## src/rtl/ext_arbiter.sv

```systemverilog
// Two-requester round-robin front end sharing one zero/sign-extension datapath.
// Holds one result in a single RESP slot; a new request reloads it in the cycle the old one leaves.
module ext_arbiter #(
    parameter int DATA_W = 8
) (
    input  logic              clk,
    input  logic              rst,
    input  logic              req0,
    input  logic [DATA_W-1:0] data0,
    input  logic [2:0]        srcw0,
    input  logic              mode0,
    input  logic              req1,
    input  logic [DATA_W-1:0] data1,
    input  logic [2:0]        srcw1,
    input  logic              mode1,
    output logic              ack0,
    output logic              ack1,
    output logic              rsp_valid,
    input  logic              rsp_ready,
    output logic [DATA_W-1:0] rsp_data,
    output logic              rsp_id,
    output logic [7:0]        stall_cnt
);

    typedef enum logic {IDLE, RESP} state_t;

    state_t            state_reg, state_next;
    logic              last_grant_reg;
    logic [DATA_W-1:0] rsp_data_reg;
    logic              rsp_id_reg;
    logic [7:0]        stall_cnt_reg;

    logic              can_load;
    logic              load;
    logic [DATA_W-1:0] sel_data;
    logic [2:0]        sel_srcw;
    logic              sel_mode;
    logic [DATA_W-1:0] ext_data;

    always_ff @(posedge clk or posedge rst) begin
        if (rst) begin
            state_reg <= IDLE;
        end else begin
            state_reg <= state_next;
        end
    end

    // Round-robin: on contention the requester not granted last time wins.
    always_comb begin
        state_next = state_reg;
        can_load   = (state_reg == IDLE) || rsp_ready;
        ack0       = !rst && can_load && req0 && (!req1 || last_grant_reg);
        ack1       = !rst && can_load && req1 && (!req0 || !last_grant_reg);
        load       = ack0 || ack1;
        case (state_reg)
            IDLE: if (load) state_next = RESP;
            RESP: if (rsp_ready && !load) state_next = IDLE;
            default: state_next = IDLE;
        endcase
    end

    assign sel_data = ack1 ? data1 : data0;
    assign sel_srcw = ack1 ? srcw1 : srcw0;
    assign sel_mode = ack1 ? mode1 : mode0;

    // Bits above the source width come from the sign bit (mode 1) or zero.
    generate
        for (genvar gi = 0; gi < DATA_W; gi++) begin : g_ext
            assign ext_data[gi] = (int'(sel_srcw) >= gi) ? sel_data[gi]
                                                         : (sel_mode & sel_data[sel_srcw]);
        end
    endgenerate

    always_ff @(posedge clk or posedge rst) begin
        if (rst) begin
            last_grant_reg <= 1'b1;
            rsp_data_reg   <= '0;
            rsp_id_reg     <= 1'b0;
            stall_cnt_reg  <= 8'd0;
        end else begin
            if (load) begin
                last_grant_reg <= ack1;
                rsp_data_reg   <= ext_data;
                rsp_id_reg     <= ack1;
            end
            if (state_reg == RESP && !rsp_ready && stall_cnt_reg != 8'hFF) begin
                stall_cnt_reg <= stall_cnt_reg + 8'd1;
            end
        end
    end

    assign rsp_valid = (state_reg == RESP);
    assign rsp_data  = rsp_data_reg;
    assign rsp_id    = rsp_id_reg;
    assign stall_cnt = stall_cnt_reg;

endmodule

```

## config.mk

```make
export PLATFORM = sky130hd
export DESIGN_NAME = ext_arbiter
export DESIGN_NICKNAME = d
export VERILOG_FILES = /design/src/rtl/ext_arbiter.sv
export SDC_FILE = /design/constraint.sdc
export NUM_CORES = 1
export LEC_CHECK = 0
export ABC_AREA = 1
export CAP_MARGIN = 10
export CORE_MARGIN = 3
export CORE_UTILIZATION = 41
export CTS_BUF_LIST = sky130_fd_sc_hd__clkbuf_8
export DETAILED_ROUTE_END_ITERATION = 7
export GPL_ROUTABILITY_DRIVEN = 1
export PLACE_DENSITY = 0.78
export SETUP_SLACK_MARGIN = 0.1
export SYNTH_ARGS = -nofsm -noshare
export SYNTH_HDL_FRONTEND = slang
export SYNTH_SLANG_ARGS = --single-unit
```

## constraint.sdc

```tcl
create_clock -name clk -period 1.6 [get_ports clk]
set_input_delay 0.32 -clock clk [delete_from_list [all_inputs] [get_ports clk]]
set_output_delay 0.32 -clock clk [all_outputs]
set_load 0.02 [all_outputs]
```

== Yosys cells after proc, flatten, opt, wreduce, memory -nomap -nowiden ==
Index checks and enable logic that the tools add are counted.

* Input bits: 29
* Output and inout port bits: 20
* Register bits after elaboration: 19

* Reductions and logical operators: 18
* Order comparisons: 8
* Equality and inequality tests: 1
* Multiplexer cells: 15
* Bitwise logic cells: 2
* Add/subtract/negate cells: 1

{| class="wikitable"
|+ Operators with widths
! kind !! count
|-
| 3-bit greater-or-equal comparator (second input constant) || 4
|-
| 1-bit 2-to-1 mux || 11
|-
| 8-bit by 1-bit adder with 8-bit output (second input constant) || 1
|-
| 1-bit logical AND || 8
|-
| 8-bit 2-to-1 mux || 1
|-
| 8-bit inequality test (second input constant) || 1
|-
| 3-bit by 2-bit greater-or-equal comparator with 1-bit output (second input constant) || 2
|-
| 1-bit zero test || 6
|-
| 1-bit logical OR || 4
|-
| 3-bit by 4-bit < comparator with 1-bit output (second input constant) || 1
|-
| 1-bit binary-select mux with 3-bit select || 1
|-
| 3-bit by 1-bit greater-or-equal comparator with 1-bit output (second input constant) || 1
|-
| 3-bit 2-to-1 mux || 1
|-
| 1-bit one-hot mux with 2 select lines || 1
|-
| 1-bit AND || 1
|-
| 1-bit inverter || 1
|}

== Longest topological paths before layout ==
Gate-level depths: netlist (run 1).

* Depth in word-level cells: 10
* Depth in mapped cells: 16
* Gate-level depth less buffers: 15

== Worst setup path after synthesis (run 1) ==
No wires, ideal clock.

* Path type: register to register
* Start point: register state_reg, in the netlist rsp_valid
* End point: register rsp_data_reg[7], in the netlist rsp_data[7]
* Slack: -0.223 ns
* Required time: 1.535 ns
* Path buffers: 1
* Library setup time: 0.065 ns
* Cell stages (with the launch flop): 11
* Arrival: 1.758 ns
* Cell sequence: dfrtp_1 > inv_1 > nor2_1 > nor2_2 > nand2_1 > a21oi_1 > nor2_1 > buf_2 > a31oi_1 > nand2_1 > nand2_1

* Elaborated cells on any way between the ends: 16

{| class="wikitable"
|+ RTL lines
! what !! RTL line !! source
|-
| start: declaration || 27 || <nowiki>state_t state_reg, state_next;</nowiki>
|-
| start signal: assignment || 44 || <nowiki>state_reg <= state_next;</nowiki>
|-
| 1-bit inverter || - ||
|-
| 1-bit logical OR || 51 || <nowiki>can_load = (state_reg == IDLE) || rsp_ready;</nowiki>
|-
| 1-bit logical AND (3 in a row) || 52 || <nowiki>ack0 = !rst && can_load && req0 && (!req1 || last_grant_reg);</nowiki>
|-
| named net ack0 || 16 || <nowiki>output logic ack0,</nowiki>
|-
| 1-bit logical OR || 54 || <nowiki>load = ack0 || ack1;</nowiki>
|-
| end signal: assignment || 83 || <nowiki>rsp_data_reg <= ext_data;</nowiki>
|-
| end: declaration || 29 || <nowiki>logic [DATA_W-1:0] rsp_data_reg;</nowiki>
|}

The timed path passes the listed nets, and every way through them passes these cells. The select of a mux whose other input is x is not followed.
A chain may end at the register's enable or synchronous reset.

== Worst setup path after layout (run 1) ==
* Start point: register last_grant_reg
* End point: register rsp_data_reg[5], in the netlist rsp_data[5]

* Cells in the longest elaborated chain, start to end: 8
* Elaborated cells on any way between the ends: 14

{| class="wikitable"
|+ RTL lines
! what !! RTL line !! source
|-
| start: declaration || 28 || <nowiki>logic last_grant_reg;</nowiki>
|-
| start signal: assignment || 82 || <nowiki>last_grant_reg <= ack1;</nowiki>
|-
| 1-bit zero test || 53 || <nowiki>ack1 = !rst && can_load && req1 && (!req0 || !last_grant_reg);</nowiki>
|-
| 1-bit logical OR || 53 ||
|-
| 1-bit logical AND || 53 ||
|-
| 8-bit 2-to-1 mux or 3-bit 2-to-1 mux (tied branches) || 62, 63 ||
|-
| 1-bit binary-select mux with 3-bit select || 70 || <nowiki>: (sel_mode & sel_data[sel_srcw]);</nowiki>
|-
| 1-bit 2-to-1 mux (implied by the code) || 70 ||
|-
| 1-bit AND || 70 ||
|-
| 1-bit 2-to-1 mux || 69 || <nowiki>assign ext_data[gi] = (int'(sel_srcw) >= gi) ? sel_data[gi]</nowiki>
|}

Parallel ways exist; a longest one is shown, timed or not. The select of a mux whose other input is x is not followed.

==> results of run 1 <==
-- cell type report --
class	count	area [sq um]	area share, %
clock buffers	3	41.3	1.78
repair buffers	89	774	33.4
well taps	44	55.1	2.37
inverters	23	96.3	4.15
clock inverters	1	3.75	0.162
multi-input cells	142	868	37.4
flip-flops and latches	19	480	20.7
-- per-layer routing --
layer	track usage (%)	vias up	part of all wire, %
li1	-	764	-
met1	20.7	679	39
met2	37.8	58	53
met3	3.24	17	4.8
met4	9.92	0	3.8
met5	0	-	0
-- worst min-delay path, cell delays in order --
cell and delay, ns:
sky130_fd_sc_hd__dlygate4sd2_1 0.27, sky130_fd_sc_hd__inv_4 0.09, sky130_fd_sc_hd__buf_4 0.25
-- power by group --
part           total, mW  switching (mW)  internal (mW)
clock network      0.324           0.153          0.171
registers          0.825           0.165          0.659
logic               1.34           0.740          0.604
-- worst paths after layout --
path	from	to	slack, ns	depth (start not counted)
worst min-delay path	rst	rsp_id	0.30	3
max in group asynchronous	rst	last_grant_reg	1.05	3
worst max-delay path	last_grant_reg	rsp_data[5]	-0.22	14
worst max register to register	last_grant_reg	rsp_data[5]	-0.22	14
min in group clk	rsp_data[6]	rsp_data[6]	0.47	2
worst min register to register	rsp_data[6]	rsp_data[6]	0.47	2
-- through the flow --
step	TNS (ns)	setup slack [ns]
finish	-1.41	-0.220
global route	-2.43	-0.356
CTS	-1.08	-0.169
detailed placement	-5.58	-0.593
global placement	-4.99	-0.543
floorplan	-0.0134	-0.00461
-- layout by cell type, fill, tap and decap left out, drive strengths merged --
master	instances
a21oi	4
a31oi	4
buf	43
clkbuf	3
clkdlybuf4s50	24
dfrtp	18
dfstp	1
dlygate4sd2	22
ha	1
inv	24
nand2	88
nand3	7
nand4	1
nor2	17
nor3	1
o21ai	9
o21bai	3
xor2	7
-- cell families after synthesis --
group | Yosys count | share of synthesized area, %
buffers and inverters | 25 | 8.40
flip-flops | 19 | 36.0
XOR/XNOR | 7 | 4.63
AND/OR/NAND/NOR | 113 | 41.5
adder cells (fa/ha/maj) | 1 | 0.944
AO/OA/AOI/OAI | 20 | 8.50
-- what timing repair did --
action                     CTS  global route
buffers inserted             6             3
setup endpoints to repair   33            15
gates cloned                 1             0
resized for setup           43            15
pin swaps                   11            19
==> impl_metrics.csv, run 1 <==
group,metric,value,unit
placement,post_dp_cell_area,2120,sq um
worst_hold_path,hp-class,"input port to asynchronous set/reset pin",
sta,final_max_tran_viols,0,
job,max_capacitance_violation_total,0,
status,failed_checks,"negative setup slack",
critical_path,timing.critical_path.slowest_cell_delay,0.54,ns
synthesis,synth-edff-count,0,
clock_tree,ctsHoldBuffers,0,
floorplan,die_width,62.9,um
floorplan,boundaryPins,49,
pwr,ir_worst_vdd,0.414,mV
cells_and_area,fraction_of_final_layout_cells_sized_beyond_drive_strength_1,34.3,%
sta,timing.fmax,549,MHz
synthesis,primary_flip_flop_cell_chosen_by_synthesis_mapping,"sky130_fd_sc_hd__dfrtp_1",
clock_tree,number_of_clock_sinks_seen_by_cts,19,
critical_path,required_time_reported_for_the_critical_path_endpoint,1.74,ns
global_route,global_route_wire_length_before_repair,6470,um
sta,max_clock_skew,0.00383,ns
synthesis,synth.top_cells.by_count,"71 x sky130_fd_sc_hd__nand2_1, 19 x sky130_fd_sc_hd__inv_1, 18 x sky130_fd_sc_hd__dfrtp_1",
critical_path,end_kind,"flop",
cells_and_area,area_of_all_placed_cells_without_fillers,2320,sq um
detailed_routing,routed_wirelength,3730,um
synthesis,synthDistinctLibCells,24,
sta,finalCritPeriodShare,114,%
cells_and_area,area_growth_syn_to_layout,75.1,%
synthesis,ys_async_sr_fraction,100,%
critical_path,critPathBufInv,1,
cells_and_area,finish.cell_count_without_fillers,321,
pwr,p_leak,1.20,nW
synthesis,synth_top_cells_by_area,"sky130_fd_sc_hd__dfrtp_1 34%, sky130_fd_sc_hd__nand2_1 20%, sky130_fd_sc_hd__inv_1 5.4%",
pwr,powerDensity,1070,nW/um^2
floorplan,die-area,3950,sq um
placement,dpl.hpwl,2600,um
global_route,pin_count_of_the_biggest_net_entering_global_routing,20,
sta,finalHoldWorstSlack,0.301,ns
floorplan,coreArea,3080,sq um
detailed_routing,via_per_inst,4.73,
sta,timing_hold_violations_final,0,
sta,worst_slew_pin_slew,0.254,ns
critical_path,critical_path.top_delay_family,"simple AND/OR/NAND/NOR gates",
critical_path,crit_type,"flop to flop",
clock_tree,cts-root-to-sink-buffers,2,
cells_and_area,finish.net_count,308,
synthesis,synthesis.yosys.warnings,0,
detailed_routing,routed_wire_length_per_instance,11.6,um
global_route,first_global_vias,1615,
critical_path,cp.arrival,1.96,ns
cells_and_area,n_antenna_cell,0,
critical_path,slowest_stage,"sky130_fd_sc_hd__dfstp_2",
synthesis,yosys.cell_count.top_type,"sky130_fd_sc_hd__nand2_1",
clock_tree,clock_tree_from_tritoncts,"yes",
clock_tree,clk_latency,0.26,ns
cells_and_area,final_util,75.4,%
clock_tree,cts-buffers-inserted,3,
critical_path,worstPathCellList,"nand2_2 -> nand2_4 -> buf_4 -> o21bai_2 -> nand2_2 -> nand2_1 -> nand2_1 -> nand2_1 -> nor2_2 -> nor2_4 -> nand2_2 -> nand2_1 -> nand2_1 -> nand2_1",
synthesis,gate_count_post_synth,185,
critical_path,critical_path.most_common_cell,"sky130_fd_sc_hd__nand2_1",
detailed_routing,post_detailed_route_count_of_antenna_violating_nets,0,
placement,port-buffer-count,48,
detailed_routing,route.vias.total,1518,
floorplan,die_height,62.9,um
status,outcome,"finished with violations",
clock_tree,cts_h_tree_lvls,1,
detailed_routing,dr.pass1.iters,5,
placement,gpl_congestion,0.826,
sta,layout_min_cycle_time,1.82,ns
critical_path,crit_path_start_kind,"flop",
global_route,grt_ovf,0,
synthesis,yosys.area.top_type,"sky130_fd_sc_hd__dfrtp_1",
sta,finalSetupViolations,8,
synthesis,synth.net_count,215,
global_route,initial_antenna_violation_count,0,
critical_path,cp_max_fo,6,
pwr,totalPowerFinal,2.49,mW
detailed_routing,detailedRoute.firstIterationViolations,35,
floorplan,effective_utilization_at_floorplan,43.0,%
synthesis,synth-seq-area-share,36.0,%
synthesis,synth_area_per_cell,7.16,sq um
synthesis,syn-cell-area,1330,sq um
clock_tree,root_buffer,"sky130_fd_sc_hd__clkbuf_8",
detailed_routing,drc,0,
sta,rsz_0062_raised_after_global_routing,"true",
sta,timing.slew.headroom,83.0,%
sta,final_critical_path_setup_slack,-0.220,ns
global_route,track_usage,19.9,%
synthesis,yosys.area.top_type_share,34.0,%
cells_and_area,fill_cells,245,
placement,dp.cells,308,
synthesis,yosys_register_bits,19,
floorplan,std_cell_rows,20,
clock_tree,clk_transition_reported_paths,0.07,ns
(Power assumes the default switching activity.)
==> run 2, diff against run 1 <==
Settings changed: CORE_ASPECT_RATIO set to 1.5.
==> impl_metrics.csv, run 2 (same netlist as run 1, synthesis figures left out) <==
group,metric,value,unit
floorplan,effective_utilization_at_floorplan,44.1,%
pwr,p_leak,1.23,nW
sta,layout_min_cycle_time,1.77,ns
floorplan,boundaryPins,49,
floorplan,die-area,3960,sq um
cells_and_area,n_antenna_cell,0,
sta,rsz_0062_raised_after_global_routing,"true",
sta,finalHoldWorstSlack,0.326,ns
cells_and_area,finish.net_count,312,
clock_tree,cts-root-to-sink-buffers,2,
sta,timing.slew.headroom,83.4,%
sta,finalCritPeriodShare,110,%
status,failed_checks,"negative setup slack",
cells_and_area,layout.cells.most_common,"sky130_fd_sc_hd__nand2_1",
placement,post-place-ws,-0.581,ns
sta,max_clock_skew,0.00203,ns
sta,final_max_tran_viols,0,
placement,gpl_congestion,0.835,
detailed_routing,via_per_inst,4.77,
critical_path,required_time_reported_for_the_critical_path_endpoint,1.75,ns
sta,finalSetupViolations,9,
detailed_routing,routed_wirelength,3720,um
clock_tree,clock_tree_from_tritoncts,"yes",
pwr,ir_worst_vdd,0.681,mV
clock_tree,clk_latency,0.25,ns
global_route,grt_ovf,0,
critical_path,end_kind,"flop",
detailed_routing,post_detailed_route_count_of_antenna_violating_nets,0,
cells_and_area,final_util,79.8,%
clock_tree,number_of_clock_sinks_seen_by_cts,19,
critical_path,crit_type,"flop to flop",
global_route,global_route_wire_length_before_repair,5770,um
detailed_routing,detailedRoute.firstIterationViolations,32,
cells_and_area,fraction_of_final_layout_cells_sized_beyond_drive_strength_1,37.7,%
clock_tree,ctsHoldBuffers,0,
floorplan,std_cell_rows,24,
floorplan,die_width,52.4,um
global_route,pin_count_of_the_biggest_net_entering_global_routing,20,
job,max_capacitance_violation_total,0,
floorplan,die_height,75.6,um
worst_hold_path,hp-class,"input port to asynchronous set/reset pin",
global_route,track_usage,18.8,%
critical_path,cp_max_fo,5,
placement,port-buffer-count,48,
critical_path,crit_path_start_kind,"flop",
placement,dpl.hpwl,2710,um
pwr,powerDensity,1060,nW/um^2
critical_path,cp.arrival,1.92,ns
global_route,first_global_vias,1459,
clock_tree,root_buffer,"sky130_fd_sc_hd__clkbuf_8",
sta,timing_hold_violations_final,0,
clock_tree,clk_transition_reported_paths,0.07,ns
status,outcome,"finished with violations",
detailed_routing,route.vias.total,1525,
cells_and_area,commonest_non_fill_non_tap_cells_in_the_layout,"66 x sky130_fd_sc_hd__nand2_1, 37 x sky130_fd_sc_hd__buf_4, 24 x sky130_fd_sc_hd__clkdlybuf4s50_1, 22 x sky130_fd_sc_hd__dlygate4sd2_1",
sta,worst_slew_pin_slew,0.249,ns
floorplan,coreArea,3000,sq um
clock_tree,cts-buffers-inserted,3,
cells_and_area,area_growth_syn_to_layout,80.9,%
global_route,initial_antenna_violation_count,0,
clock_tree,cts_h_tree_lvls,1,
sta,timing.fmax,566,MHz
detailed_routing,routed_wire_length_per_instance,11.6,um
sta,final_critical_path_setup_slack,-0.168,ns
detailed_routing,drc,0,
detailed_routing,dr.pass1.iters,4,
[run 2: cell count changes in the layout (fill, tap and decap cells not counted), sizes merged]
cell / delta
buf: +4
[run 2: what timing repair did]
item	in CTS	in global routing
pin swaps	10	14
setup endpoints to repair	28	17
buffers inserted	7	7
cloned	1	0
endpoints found under the hold margin	0	0
resized for setup	38	33
[run 2: area by class of cell]
| class | count | area, sq um |
|---|---|---|
| repair buffers | 93 | 832 |
| clock inverters | 1 | 3.75 |
| fillers | 211 | 606 |
| well taps | 39 | 48.8 |
| flip-flops and latches | 19 | 480 |
| multi-input cells | 142 | 895 |
| inverters | 23 | 96.3 |
| clock buffers | 3 | 41.3 |
[run 2: metrics by stage]
| stage | instances | setup TNS (ns) | area [sq um] | power [mW] |
|---|---|---|---|---|
| 2_1_floorplan | 185 | -0.0134 | 1370 | 1.48 |
| 3_3_place_gp | 301 | -5.40 | 2100 | 2.09 |
| 3_5_place_dp | 301 | -6.06 | 2100 | 2.12 |
| 4_1_cts | 313 | -1.06 | 2240 | 2.39 |
| 5_1_grt | 320 | -2.07 | 2400 | 2.72 |
| 6_report | 320 | -1.15 | 2400 | 2.55 |
[run 2: where the power goes]
group | total, mW | switching (mW) | internal (mW)
registers | 0.809 | 0.150 | 0.659
clock network | 0.323 | 0.152 | 0.170
logic | 1.42 | 0.764 | 0.652
total | 2.55 | 1.07 | 1.48
[run 2: worst paths after layout]
path,from,endpoint,slack (ns),cells past startpoint
min in group clk,rsp_data[1],rsp_data[1],0.47,2
hold reg to reg,rsp_data[1],rsp_data[1],0.47,2
setup reg to reg,last_grant_reg,rsp_data[5],-0.17,15
hold / removal,rst,stall_cnt[7],0.33,3
setup / recovery,last_grant_reg,rsp_data[5],-0.17,15
max in group asynchronous,rst,last_grant_reg,1.01,3
[run 2: metal layers]
layer	track usage [%]	vias to the layer above	part of all wire, %
met5	0	-	0
met4	6.53	0	1.5
met3	1.17	6	3.3
met2	38.3	51	60
met1	19.5	701	35
li1	-	767	-
[run 2: worst max-delay path: stages, from the launching register on]
cell and delay (ns):
sky130_fd_sc_hd__dfstp_2 0.54, sky130_fd_sc_hd__nand2_2 0.06, sky130_fd_sc_hd__nand2_4 0.09, sky130_fd_sc_hd__buf_12 0.11, sky130_fd_sc_hd__nor2_8 0.04, sky130_fd_sc_hd__nand2_1 0.07
sky130_fd_sc_hd__nand2_2 0.10, sky130_fd_sc_hd__buf_4 0.16, sky130_fd_sc_hd__nand2_2 0.06, sky130_fd_sc_hd__nand3_2 0.08, sky130_fd_sc_hd__nand2_2 0.08, sky130_fd_sc_hd__nor2_4 0.05
sky130_fd_sc_hd__nand2_2 0.07, sky130_fd_sc_hd__nand2_1 0.05, sky130_fd_sc_hd__nand2_1 0.06, sky130_fd_sc_hd__nand2_1 0.05
